===== config.mk =====
export PLATFORM = sky130hd
export DESIGN_NAME = wb_spi_master
export DESIGN_NICKNAME = d
export VERILOG_FILES = /design/src/rtl/wb_spi_master.sv
export SDC_FILE = /design/constraint.sdc
export NUM_CORES = 1
export LEC_CHECK = 0
export ABC_AREA = 1
export CAP_MARGIN = 20
export CORE_MARGIN = 2
export CORE_UTILIZATION = 40
export CTS_CLUSTER_DIAMETER = 40
export DETAILED_ROUTE_END_ITERATION = 16
export DONT_BUFFER_PORTS = 1
export PLACE_DENSITY = 0.6
export SLEW_MARGIN = 5
export SYNTH_ARGS = -nofsm -noshare
export SYNTH_HDL_FRONTEND = slang
export SYNTH_SLANG_ARGS = --single-unit

===== constraint.sdc =====
create_clock -name clock -period 1.77 [get_ports clock]
set_input_delay 0.354 -clock clock [delete_from_list [all_inputs] [get_ports clock]]
set_output_delay 0.354 -clock clock [all_outputs]
set_load 0.03 [all_outputs]

===== src/rtl/wb_spi_master.sv =====
// Wishbone classic slave SPI master: mode 0, 8-bit MSB-first frames, manual chip selects.
// Optional transfer-done interrupt (irq_o, STATUS.IE) is built when WB_SPI_MASTER_IRQ_EN is defined.
//
// state | meaning
// IDLE  | no transfer; SCK low, MOSI holds the last bit sent
// LOW   | SCK low half-period; MISO sampled as SCK rises on exit
// HIGH  | SCK high half-period; next MOSI bit driven as SCK falls on exit
module wb_spi_master #(
    parameter int unsigned DIV_RESET = 11,
    parameter int unsigned NUM_CS    = 1
) (
    input  logic              clock,
    input  logic              reset,
    input  logic [1:0]        wb_adr_i,
    input  logic [31:0]       wb_dat_i,
    output logic [31:0]       wb_dat_o,
    input  logic [3:0]        wb_sel_i,
    input  logic              wb_we_i,
    input  logic              wb_cyc_i,
    input  logic              wb_stb_i,
    output logic              wb_ack_o,
    output logic              spi_sck_o,
    output logic              spi_mosi_o,
    input  logic              spi_miso_i,
    output logic [NUM_CS-1:0] spi_cs_n_o
`ifdef WB_SPI_MASTER_IRQ_EN
    ,
    output logic              irq_o
`endif
);

    localparam logic [7:0] DIV_RST = DIV_RESET[7:0];

    typedef enum logic [1:0] {
        ST_IDLE = 2'd0,
        ST_LOW  = 2'd1,
        ST_HIGH = 2'd2
    } state_t;

    state_t state_q, state_d;

    logic [7:0]        div_q;
    logic [7:0]        divcnt_q, divcnt_d;
    logic [2:0]        bitcnt_q, bitcnt_d;
    logic [7:0]        tx_q, tx_d;
    logic [7:0]        rx_sh_q, rx_sh_d;
    logic [7:0]        rx_q;
    logic              sck_q, sck_d;
    logic              mosi_q, mosi_d;
    logic              done_q;
    logic              ovr_q;
    logic              ie_q;
    logic [NUM_CS-1:0] cs_q;
    logic              ack_q;
    logic [31:0]       dat_q;
    logic [31:0]       rd_data;

    logic bus_access, bus_wr, bus_rd;
    logic busy, busy_eff, tc, finish, start;

    logic unused_ok;
    assign unused_ok = ^{wb_sel_i[3:1], wb_dat_i};

    assign bus_access = wb_cyc_i & wb_stb_i & ~ack_q;
    assign bus_wr     = bus_access & wb_we_i & wb_sel_i[0];
    assign bus_rd     = bus_access & ~wb_we_i;

    assign busy   = (state_q != ST_IDLE);
    assign tc     = (divcnt_q == 8'd0);
    assign finish = (state_q == ST_HIGH) && tc && (bitcnt_q == 3'd7);
    // The last edge of a transfer already counts as idle, so a DATA write there starts the next one.
    assign busy_eff = busy & ~finish;
    assign start    = bus_wr && (wb_adr_i == 2'd0) && !busy_eff;

    always_ff @(posedge clock or posedge reset) begin
        if (reset) begin
            state_q  <= ST_IDLE;
            divcnt_q <= '0;
            bitcnt_q <= '0;
            tx_q     <= '0;
            rx_sh_q  <= '0;
            sck_q    <= 1'b0;
            mosi_q   <= 1'b0;
        end else begin
            state_q  <= state_d;
            divcnt_q <= divcnt_d;
            bitcnt_q <= bitcnt_d;
            tx_q     <= tx_d;
            rx_sh_q  <= rx_sh_d;
            sck_q    <= sck_d;
            mosi_q   <= mosi_d;
        end
    end

    always_comb begin
        state_d = state_q;
        case (state_q)
            ST_IDLE: if (start) state_d = ST_LOW;
            ST_LOW:  if (tc) state_d = ST_HIGH;
            ST_HIGH: begin
                if (tc) begin
                    if (bitcnt_q != 3'd7) state_d = ST_LOW;
                    else if (start)       state_d = ST_LOW;
                    else                  state_d = ST_IDLE;
                end
            end
            default: state_d = ST_IDLE;
        endcase
    end

    always_comb begin
        divcnt_d = divcnt_q;
        bitcnt_d = bitcnt_q;
        tx_d     = tx_q;
        rx_sh_d  = rx_sh_q;
        sck_d    = sck_q;
        mosi_d   = mosi_q;
        if (start) begin
            sck_d    = 1'b0;
            mosi_d   = wb_dat_i[7];
            tx_d     = wb_dat_i[7:0];
            bitcnt_d = 3'd0;
            divcnt_d = div_q;
        end else begin
            case (state_q)
                ST_LOW: begin
                    if (tc) begin
                        sck_d    = 1'b1;
                        rx_sh_d  = {rx_sh_q[6:0], spi_miso_i};
                        divcnt_d = div_q;
                    end else begin
                        divcnt_d = divcnt_q - 8'd1;
                    end
                end
                ST_HIGH: begin
                    if (tc) begin
                        sck_d    = 1'b0;
                        divcnt_d = div_q;
                        if (bitcnt_q != 3'd7) begin
                            bitcnt_d = bitcnt_q + 3'd1;
                            tx_d     = {tx_q[6:0], 1'b0};
                            mosi_d   = tx_q[6];
                        end
                    end else begin
                        divcnt_d = divcnt_q - 8'd1;
                    end
                end
                default: ;
            endcase
        end
    end

    always_comb begin
        rd_data = '0;
        case (wb_adr_i)
            2'd0: rd_data = {24'd0, rx_q};
            2'd1: rd_data = {23'd0, ie_q, 5'd0, ovr_q, done_q, busy};
            2'd2: rd_data = {24'd0, div_q};
            2'd3: rd_data = 32'(cs_q);
            default: rd_data = '0;
        endcase
    end

    always_ff @(posedge clock or posedge reset) begin
        if (reset) begin
            ack_q  <= 1'b0;
            dat_q  <= '0;
            div_q  <= DIV_RST;
            cs_q   <= '0;
            rx_q   <= '0;
            done_q <= 1'b0;
            ovr_q  <= 1'b0;
        end else begin
            ack_q <= bus_access;
            if (bus_rd) dat_q <= rd_data;
            if (bus_wr && (wb_adr_i == 2'd2) && !busy_eff) div_q <= wb_dat_i[7:0];
            if (bus_wr && (wb_adr_i == 2'd3)) cs_q <= wb_dat_i[NUM_CS-1:0];
            if (finish) rx_q <= rx_sh_q;
            // A DONE set on the same edge as a DATA read wins.
            if (finish)                                done_q <= 1'b1;
            else if (bus_rd && (wb_adr_i == 2'd0))     done_q <= 1'b0;
            if (bus_wr && (wb_adr_i == 2'd0) && busy_eff)              ovr_q <= 1'b1;
            else if (bus_wr && (wb_adr_i == 2'd1) && wb_dat_i[2])      ovr_q <= 1'b0;
        end
    end

`ifdef WB_SPI_MASTER_IRQ_EN
    logic irq_q;

    always_ff @(posedge clock or posedge reset) begin
        if (reset) begin
            ie_q  <= 1'b0;
            irq_q <= 1'b0;
        end else begin
            if (bus_wr && (wb_adr_i == 2'd1)) ie_q <= wb_dat_i[8];
            irq_q <= done_q & ie_q;
        end
    end

    assign irq_o = irq_q;
`else
    assign ie_q = 1'b0;
`endif

    assign wb_ack_o   = ack_q;
    assign wb_dat_o   = dat_q;
    assign spi_sck_o  = sck_q;
    assign spi_mosi_o = mosi_q;
    assign spi_cs_n_o = ~cs_q;

endmodule


Word level (Yosys, flattened, before mapping). Index checks and enable logic that the tools add are counted. W data, S select, Z words.

Register bits: 82. Input bits: 44. Output and inout port bits: 36.

Add/subtract/negate cells: 2. Eq/ne operators: 12. Muxes and demuxes: 30. Bitwise gates (word level): 11. Reductions and logical operators: 28.

Operators by type and width (number): $pmux W32 S4 (1); $mux W7 (4); $mux W8 (3); $reduce_bool A2 Y1 (7); $mux W1 (13); $mux W3 (4); $reduce_and A3 Y1 (4); $logic_and A1 B1 Y1 (11); $ne A3 B3 Y1 const B (3); $logic_not A8 Y1 (1); $sub A8 B1 Y8 const B (1); $and A1 B1 Y1 (6); $eq A2 B2 Y1 const B (3); $mux W2 (3); $ne A2 B2 Y1 const B (3); $pmux W2 S3 (1); $not A1 Y1 (5); $eq A2 B1 Y1 const B (2); $logic_not A2 Y1 (2); $add A3 B1 Y3 const B (1); $eq A3 B3 Y1 const B (1); $reduce_bool A3 Y1 (1); $pmux W1 S2 (1); $reduce_or A2 Y1 (1); $logic_not A1 Y1 (1).

Logic depth before layout (Yosys ltp). Gate-level depths: netlist of the first run.

Depth after elaboration: 11. Gate-level depth with buffers: 11. Mapped depth without buffers: 11.

Least setup slack after synthesis of the first run. OpenSTA, ideal clock, no wires.

Path type: reg-to-reg. From: reg bitcnt_q[0]. To: reg rx_sh_q[2]. Library setup time: 0.117 ns. Arrival time: 1.544 ns. Data required time: 1.653 ns. Path slack: 0.109 ns. Stages on the path, launching flop included: 12. Cell sequence: dfrtp_1 > ha_1 > ha_1 > nand2_1 > inv_1 > nand3_4 > nand2_8 > nand2_8 > nand3_4 > buf_12 > nand2_2 > o21ai_2.

Cells in the longest elaborated chain, start to end: 8.

Ends and longest elaborated chain: from (decl) (RTL line 44) `logic [2:0] bitcnt_q, bitcnt_d;`; from (signal assigned) (RTL line 87) `bitcnt_q <= bitcnt_d;`; $eq A3 B3 Y1 (RTL line 70) `assign finish = (state_q == ST_HIGH) && tc && (bitcnt_q == 3'd7);`; $logic_and A1 B1 Y1 (RTL line 70); $not A1 Y1 (RTL line 72) `assign busy_eff = busy & ~finish;`; $and A1 B1 Y1 (RTL line 72); $logic_not A1 Y1 (RTL line 73) `assign start = bus_wr && (wb_adr_i == 2'd0) && !busy_eff;`; $logic_and A1 B1 Y1 (RTL line 73); $not A1 Y1 (no line); $reduce_and A3 Y1 (no line); to (signal assigned) (RTL line 89) `rx_sh_q <= rx_sh_d;`; to (decl) (RTL line 46) `logic [7:0] rx_sh_q, rx_sh_d;`.

Every way passes these cells. A chain may end at the register's enable or synchronous reset.

Final worst setup path of the first run.
From: reg bitcnt_q[0]. To: reg divcnt_q[5].

Cells in the longest elaborated chain, start to end: 7. Elaborated cells on any way between the ends: 8. Those cells by class: eq/ne: 1; mux: 1; bitwise: 2; reduce/logical: 4.

Ends and longest elaborated chain: $eq A3 B3 Y1 * (RTL line 70); $logic_and A1 B1 Y1 * (RTL line 70); $not A1 Y1 * (RTL line 72); $and A1 B1 Y1 * (RTL line 72); $logic_not A1 Y1 * (RTL line 73); $logic_and A1 B1 Y1 * (RTL line 73); $mux W8 / $reduce_bool A2 Y1 (equally long branches); to (signal assigned) (RTL line 86) `divcnt_q <= divcnt_d;`; to (decl) (RTL line 43) `logic [7:0] divcnt_q, divcnt_d;`.

Every way passes the cells marked *; elsewhere a longest branch is shown, timed or not.

==> out/results.ini, run 1 <==
[detailed_routing]
wl_per_cell_um=13.1
drc=0
num_vias=2539
vias_per_cell=4.78
ant_nets=0
drt_pass1_iterations=4
postRouteWirelength_um=6960
drtIter0Drc=147

[synthesis]
synth_edf_count=0
netlist_area_um2=3270
ys_seq_area_share_pct=44.5
ys_warn_count=0
ys_async_sr_fraction_pct=100
syn_inst=400
synth.avg_cell_area_um2=8.17
synth_cell_types=36
synth_flop_cell=dfrtp_1
ys_ff_latch=58

[sta]
worst_slack_ps=115
hold_viol=0
setup-violations-final=0
clock_skew_ps=8.45
min_period_ps=1650
tns_ps=0
drv_slew=0
fmax_ghz=0.604
timing.final.crit_share_pct=93.5
whs_ps=111
grt_setup_unrepaired=no

[outcome]
outcome=finished clean

[hold_path]
holdPathStages=2
hold_class=primary input to flop

[place]
dp_slack_ps=12.6
dp_hpwl_um=4980
portBuffers=0
dpl.cell_count=509
gp_congestion=0.811

[critical_path]
r2r_cells=12
crit_required_ps=2000
end_kind=flop
arrival_ps=1890
critPathLaunchType=flop
criticalPathCategory=flop to flop
cp_max_fo=7

[power_and_ir_drop]
total_power_mw=2.89
switchingPower_mw=0.766
switching_share_pct=26.5
p_leak_nw=1.75
ir_worst_vdd_v=0.000447
p_seq_share_pct=48.8
power.density_nw_per_um2=781
power.share.combinational_pct=6.4
internal_power_mw=2.12
clkPwrFrac_pct=44.7

[final_layout]
area_growth_pct=13.1
layout.nets=476
diodes=0
final_cells=531
drive_gt1_share_pct=17.2

[clock_network]
numCtsBuffers=9
h-tree-depth=3
cts.clk_slew.worst_paths_ps=70
cts_root_buffer=clkbuf_8
cts_buffer_depth=2
cts_sinks=58
worstSkewPairLatency_ps=340
cts_tree=yes

[global_route]
grt_usage_pct=16.7
antenna_found_initial=0
grt_pass1_wl_um=11400
grt_pass1_vias=2371
grt_max_degree=31
globalRouteOverflowTotal=0

[floorplanning]
pin_count=80
coreArea_um2=7810
dieHeight_um=94.4
start_util_pct=41.8
die_area_um2=8910
dieWidth_um=94.4
num_rows=32

[job]
maxCapViolations=0

## area by class of cell
class / count / area (um^2)
Fill cell: 789 / 4110
Clock inverter: 5 / 61.3
Multi-Input combinational cell: 280 / 1500
Sequential cell: 58 / 1460
Clock buffer: 11 / 151
Tap cell: 102 / 128
Inverter: 56 / 226
Timing Repair Buffer: 19 / 169
## placed cells by master (no fill, tap or decap), types with 6 or more instances in the layout
cell | synthesis | layout
inv_1 | 51 | 50
o21ai_0 | 29 | 28
buf_4 | 24 | 15
nand3_1 | 32 | 32
conb_1 | 1 | 24
nor2_1 | 20 | 19
o21ai_1 | 10 | 11
clkbuf_8 | 0 | 11
nand2_1 | 113 | 111
ha_1 | 8 | 6
o21ai_2 | 9 | 9
dfrtp_1 | 55 | 55
## flip-flops by register name (all words and copies together), names as in the netlist
register    cells
tx_q            7
spi_sck_o       1
bitcnt_q        3
wb_ack_o        1
wb_dat_o        8
ovr_q           1
divcnt_q        8
rx_sh_q         8
div_q           8
done_q          1
cs_q            1
spi_mosi_o      1
rx_q            8
state_q         2
## cell usage after synthesis (2+ instances only)
master,number,area share [%]
inv_4,2,0.38
nor2_2,2,0.38
nor2_1,20,2.3
buf_6,3,1.0
nand3_4,3,1.6
o21ai_1,10,1.5
ha_1,8,3.1
nand2_1,113,13
o21ai_2,9,2.4
inv_1,51,5.9
buf_2,2,0.31
inv_2,2,0.23
dfrtp_1,55,42
nand2_4,2,0.69
nand3_1,32,4.9
dfstp_2,3,2.4
a21boi_0,2,0.46
nand2_8,2,1.2
buf_4,24,5.5
nand4_1,2,0.38
nand2_2,2,0.38
a21oi_1,4,0.61
nor3_1,2,0.31
nor2_4,4,1.4
o22ai_1,2,0.38
o21ai_0,29,4.4
## power by group through the flow
stage / registers [mW] / clock network, mW / logic (mW)
floorplan: 1.43 / 0 / 0.189
global placement: 1.43 / 0 / 0.180
detailed placement: 1.43 / 0 / 0.182
CTS: 1.41 / 1.32 / 0.185
global route: 1.41 / 1.37 / 0.206
finish: 1.41 / 1.29 / 0.186
## cells by family (layout without fill, tap and decap cells)
group	count (synthesis)	in the layout	synth area share, %
AOI/OAI and AO/OA	60	60	11.0
xor gates and xnor gates	2	2	0.536
adders and majority gates	8	8	3.06
buffers and inverters	87	91	14.2
DFF	58	58	44.5
other	1	24	0.115
and+or+nand+nor	184	186	26.5
## repair_timing
item,in CTS,in global routing
hold endpoints to repair,17,0
pin swaps,0,2
resized for setup,0,17
gates cloned,0,2
setup endpoints to repair,5,34
hold buffers,1,0
buffers inserted,0,3
## metrics by stage
| step | utilization (%) | area [um^2] |
|---|---|---|
| detailed placement | 43.1 | 3360 |
| global placement | 43.1 | 3360 |
| global route | 47.3 | 3690 |
| floorplan | - | 3360 |
| CTS | 45.9 | 3580 |
| finish | 47.3 | 3690 |
## path summary, 6_finish.rpt
kind / startpoint / end / slack [ps]
max: bitcnt_q[0] / divcnt_q[5] / 120
min: wb_dat_i[1] / div_q[1] / 110
max reg2reg: bitcnt_q[0] / divcnt_q[5] / 120
min reg2reg: wb_ack_o / wb_ack_o / 460
max in group asynchronous: reset / div_q[3] / 680
min in group asynchronous: reset / tx_q[2] / 510
## layer usage
layer	track usage (%)	vias to the layer above	part of all wire [%]
li1	-	1277	-
met1	23.4	1168	47
met2	25.2	83	45
met3	4.71	11	6.3
met4	5.43	0	1.4
met5	0	-	0
## worst max-delay path, stage by stage (launching register included)
cell,delay [ps]
dfrtp_1,370
ha_2,210
ha_4,140
nand2_1,40
inv_1,80
nand3_4,120
nand2_8,90
nand2_8,90
buf_8,160
nand2_1,70
nand2_1,60
nand2_1,60
nand2_1,50
(Power assumes the default switching activity.)
==> inputs of run 2 (changes only) <==
--- a/config.mk
+++ b/config.mk
@@ -5,7 +5,6 @@
 export SDC_FILE = /design/constraint.sdc
 export NUM_CORES = 1
 export LEC_CHECK = 0
-export ABC_AREA = 1
 export CAP_MARGIN = 20
 export CORE_MARGIN = 2
 export CORE_UTILIZATION = 40
==> run 2 against run 1 <==
The flow now finishes with violations (negative setup slack). Sequential power rose by 44%. Utilization rose by 3.9 points. Register-to-register slack got worse by 210 ps. Fmax down 11%. Clock power rose by 6%. Sequential cell count unchanged. Area after synthesis down 4.7%. Die area fell by 4.5%. Cell count is 21% lower. First-iteration DRC count is 61% lower. Global-route usage grew 1.0 points. Largest cell class unchanged.
==> out/results.ini, run 2 <==
[outcome]
outcome=complete, but fails checks
violations=negative setup slack

[place]
gp_congestion=0.780  ; -3.9%
portBuffers=0  ; unchanged
dp_hpwl_um=4670  ; -6.2%
dp_slack_ps=-224  ; -236 ps
dpl.cell_count=396  ; -22%

[final_layout]
utilization_pct=51.2  ; +3.9 points
final_common_cell=dfrtp_1
diodes=0  ; unchanged
layout_common_cells=dfrtp_1 (54), buf_4 (34), nand2_1 (24), conb_1 (24), mux2i_1 (22)
drive_gt1_share_pct=35.6  ; +18 points
area_growth_pct=25.7
layout.nets=367  ; -23%
n_fill_cell=675  ; -14%
final_cells=422  ; -21%

[clock_network]
worstSkewPairLatency_ps=340  ; about the same
h-tree-depth=3  ; unchanged
cts.clk_slew.worst_paths_ps=70  ; about the same
cts_sinks=58  ; unchanged
cts_buffer_depth=2  ; unchanged
cts_root_buffer=clkbuf_8
numCtsBuffers=9  ; unchanged
cts_tree=yes

[synthesis]
ys_seq_area_share_pct=46.7  ; +2.2 points
ys_warn_count=0  ; unchanged
synth_cell_types=43  ; +19%
netlist_area_um2=3110  ; -4.7%
yosysMostFrequentCell=dfrtp_1
synth-simple-area-share_pct=11.4  ; -15 points
synth-xor-area-share_pct=0.281  ; -0.25 points
synth.avg_cell_area_um2=11.4  ; +39%
syn_inst=274  ; -32%
synth_flop_cell=dfrtp_1
synth_fa_ha_area_share_pct=3.21  ; +0.15 points
synthMuxAreaShare_pct=17.5  ; +17 points
synth_edf_count=0  ; unchanged
ys_async_sr_fraction_pct=100  ; unchanged
ys_ff_latch=58  ; unchanged
ys_top_cells_by_count=dfrtp_1 (55), buf_4 (25), mux2i_1 (24), nand2_1 (24), mux2_1 (23)
synth_top_family_by_area=multiplexers
synth_compound_area_share_pct=10.6  ; -0.38 points
ys_top_cells_by_area=dfrtp_1 (44%), mux2_1 (8.3%), mux2i_1 (7.7%), buf_4 (6.0%), ha_1 (3.2%)
synth_top_area_share_pct=44.2  ; +2.1 points
synth_top_cell_by_area=dfrtp_1

[detailed_routing]
dr.max_layer_used=met4
ant_nets=0  ; unchanged
vias_per_cell=4.98  ; +4.2%
wl_per_cell_um=16.8  ; +28%
drt_pass1_iterations=4  ; unchanged
num_vias=2102  ; -17%
drc=0  ; unchanged
wl_met2_um=3480  ; +11%
postRouteWirelength_um=7080  ; +1.7%
wl_met3_um=314  ; -28%
m1WireLength_um=3130  ; -4.8%
drtIter0Drc=57  ; -61%

[sta]
hold_viol=0  ; unchanged
timing.final.crit_share_pct=105  ; +12 points
worst_slack_ps=-91.7  ; -207 ps
min_period_ps=1860  ; +207 ps
drv_slew=0  ; unchanged
clock_skew_ps=8.88  ; +0.434 ps
fmax_ghz=0.537  ; -11%
setup-violations-final=28  ; +28
grt_setup_unrepaired=yes

[power_and_ir_drop]
ir_worst_vdd_v=0.000708  ; +58%
p_leak_nw=1.90  ; +8.5%
power.density_nw_per_um2=1440  ; +84%
total_power_mw=5.63  ; +95%

[critical_path]
critPathLaunchType=flop
arrival_ps=2090  ; +200 ps
crit_required_ps=2000  ; about the same
cp_max_fo=8  ; +1
end_kind=flop
criticalPathCategory=flop to flop

[global_route]
globalRouteOverflowTotal=0  ; unchanged
grt_usage_pct=17.7  ; +1.0 points
grt_max_degree=43  ; +39%
grt_pass1_wl_um=11400  ; +0.25%
antenna_found_initial=0  ; unchanged
grt_pass1_vias=2164  ; -8.7%

[hold_path]
hold_class=primary input to flop

[floorplanning]
num_rows=32  ; unchanged
pin_count=80  ; unchanged
dieHeight_um=92.2  ; -2.3%
start_util_pct=40.7  ; -1.1 points
dieWidth_um=92.2  ; -2.3%
die_area_um2=8510  ; -4.5%
coreArea_um2=7650  ; -2.1%

[job]
maxCapViolations=0  ; unchanged

-- run 2: layer usage --
metal / vias up / GRT usage [%]
met4: 0 / 7.96
met2: 55 / 28.6
met1: 1039 / 22.5
li1: 994 / -
met5: - / 0
met3: 14 / 4.52
-- run 2: cells by family (layout without fill, tap and decap cells) --
| group | count (synthesis) | in the layout |
|---|---|---|
| AND/OR/NAND/NOR | 59 | 60 |
| flip-flops | 58 | 58 |
| multiplexers | 50 | 50 |
| buffers and inverters | 49 | 71 |
| AO/OA/AOI/OAI | 48 | 48 |
| adder cells (fa/ha/maj) | 8 | 8 |
| other | 1 | 24 |
| XOR/XNOR | 1 | 1 |
-- run 2: final cells by class --
type,count,area [um^2],area share (%)
Sequential cell,58,1460,37.2
Tap cell,102,128,3.26
Inverter,13,52.6,1.34
Clock buffer,12,145,3.71
Clock inverter,4,75.1,1.92
Timing Repair Buffer,42,388,9.91
Multi-Input combinational cell,191,1670,42.7
-- run 2: worst max-delay path: stages (launching register included) --
cell and delay, ps:
dfrtp_1 400, inv_2 90, ha_4 130, nor3b_4 240, a41o_4 310, nand2_4 70
nand3_4 180, mux2_4 320
-- run 2: where the power goes --
part	leakage, nW	switching [mW]	internal, mW
sequential	0.725	0.358	1.67
combinational	1.07	1.12	1.11
clock	0.103	0.542	0.832
-- run 2: path summary, 6_finish.rpt --
path | from | to | slack, ps | cells after the start
worst max register to register | divcnt_q[1] | rx_sh_q[7] | -90 | 7
worst max-delay path | divcnt_q[1] | rx_sh_q[7] | -90 | 7
worst min register to register | div_q[0] | div_q[0] | 490 | 2
min in group asynchronous | reset | wb_ack_o | 500 | 2
worst min-delay path | wb_adr_i[0] | ovr_q | 90 | 1
max in group asynchronous | reset | div_q[3] | 660 | 3
-- run 2: per-stage QoR --
stage | area [um^2] | setup TNS, ps | hold WS [ps]
3_3_place_gp | 3390 | -4650 | 253
2_1_floorplan | 3230 | -1010 | 446
5_1_grt | 3920 | -3760 | 72.9
4_1_cts | 3800 | -378 | 74.0
6_report | 3920 | -1440 | 87.7
3_5_place_dp | 3390 | -4520 | 255
-- run 2: timing repair --
action	in CTS	in global routing
gates resized for setup	30	19
pin swaps	10	5
endpoints found under the hold margin	15	0
buffers inserted	6	4
endpoints found under the setup margin	45	45
hold buffers	1	0
gates cloned	1	0
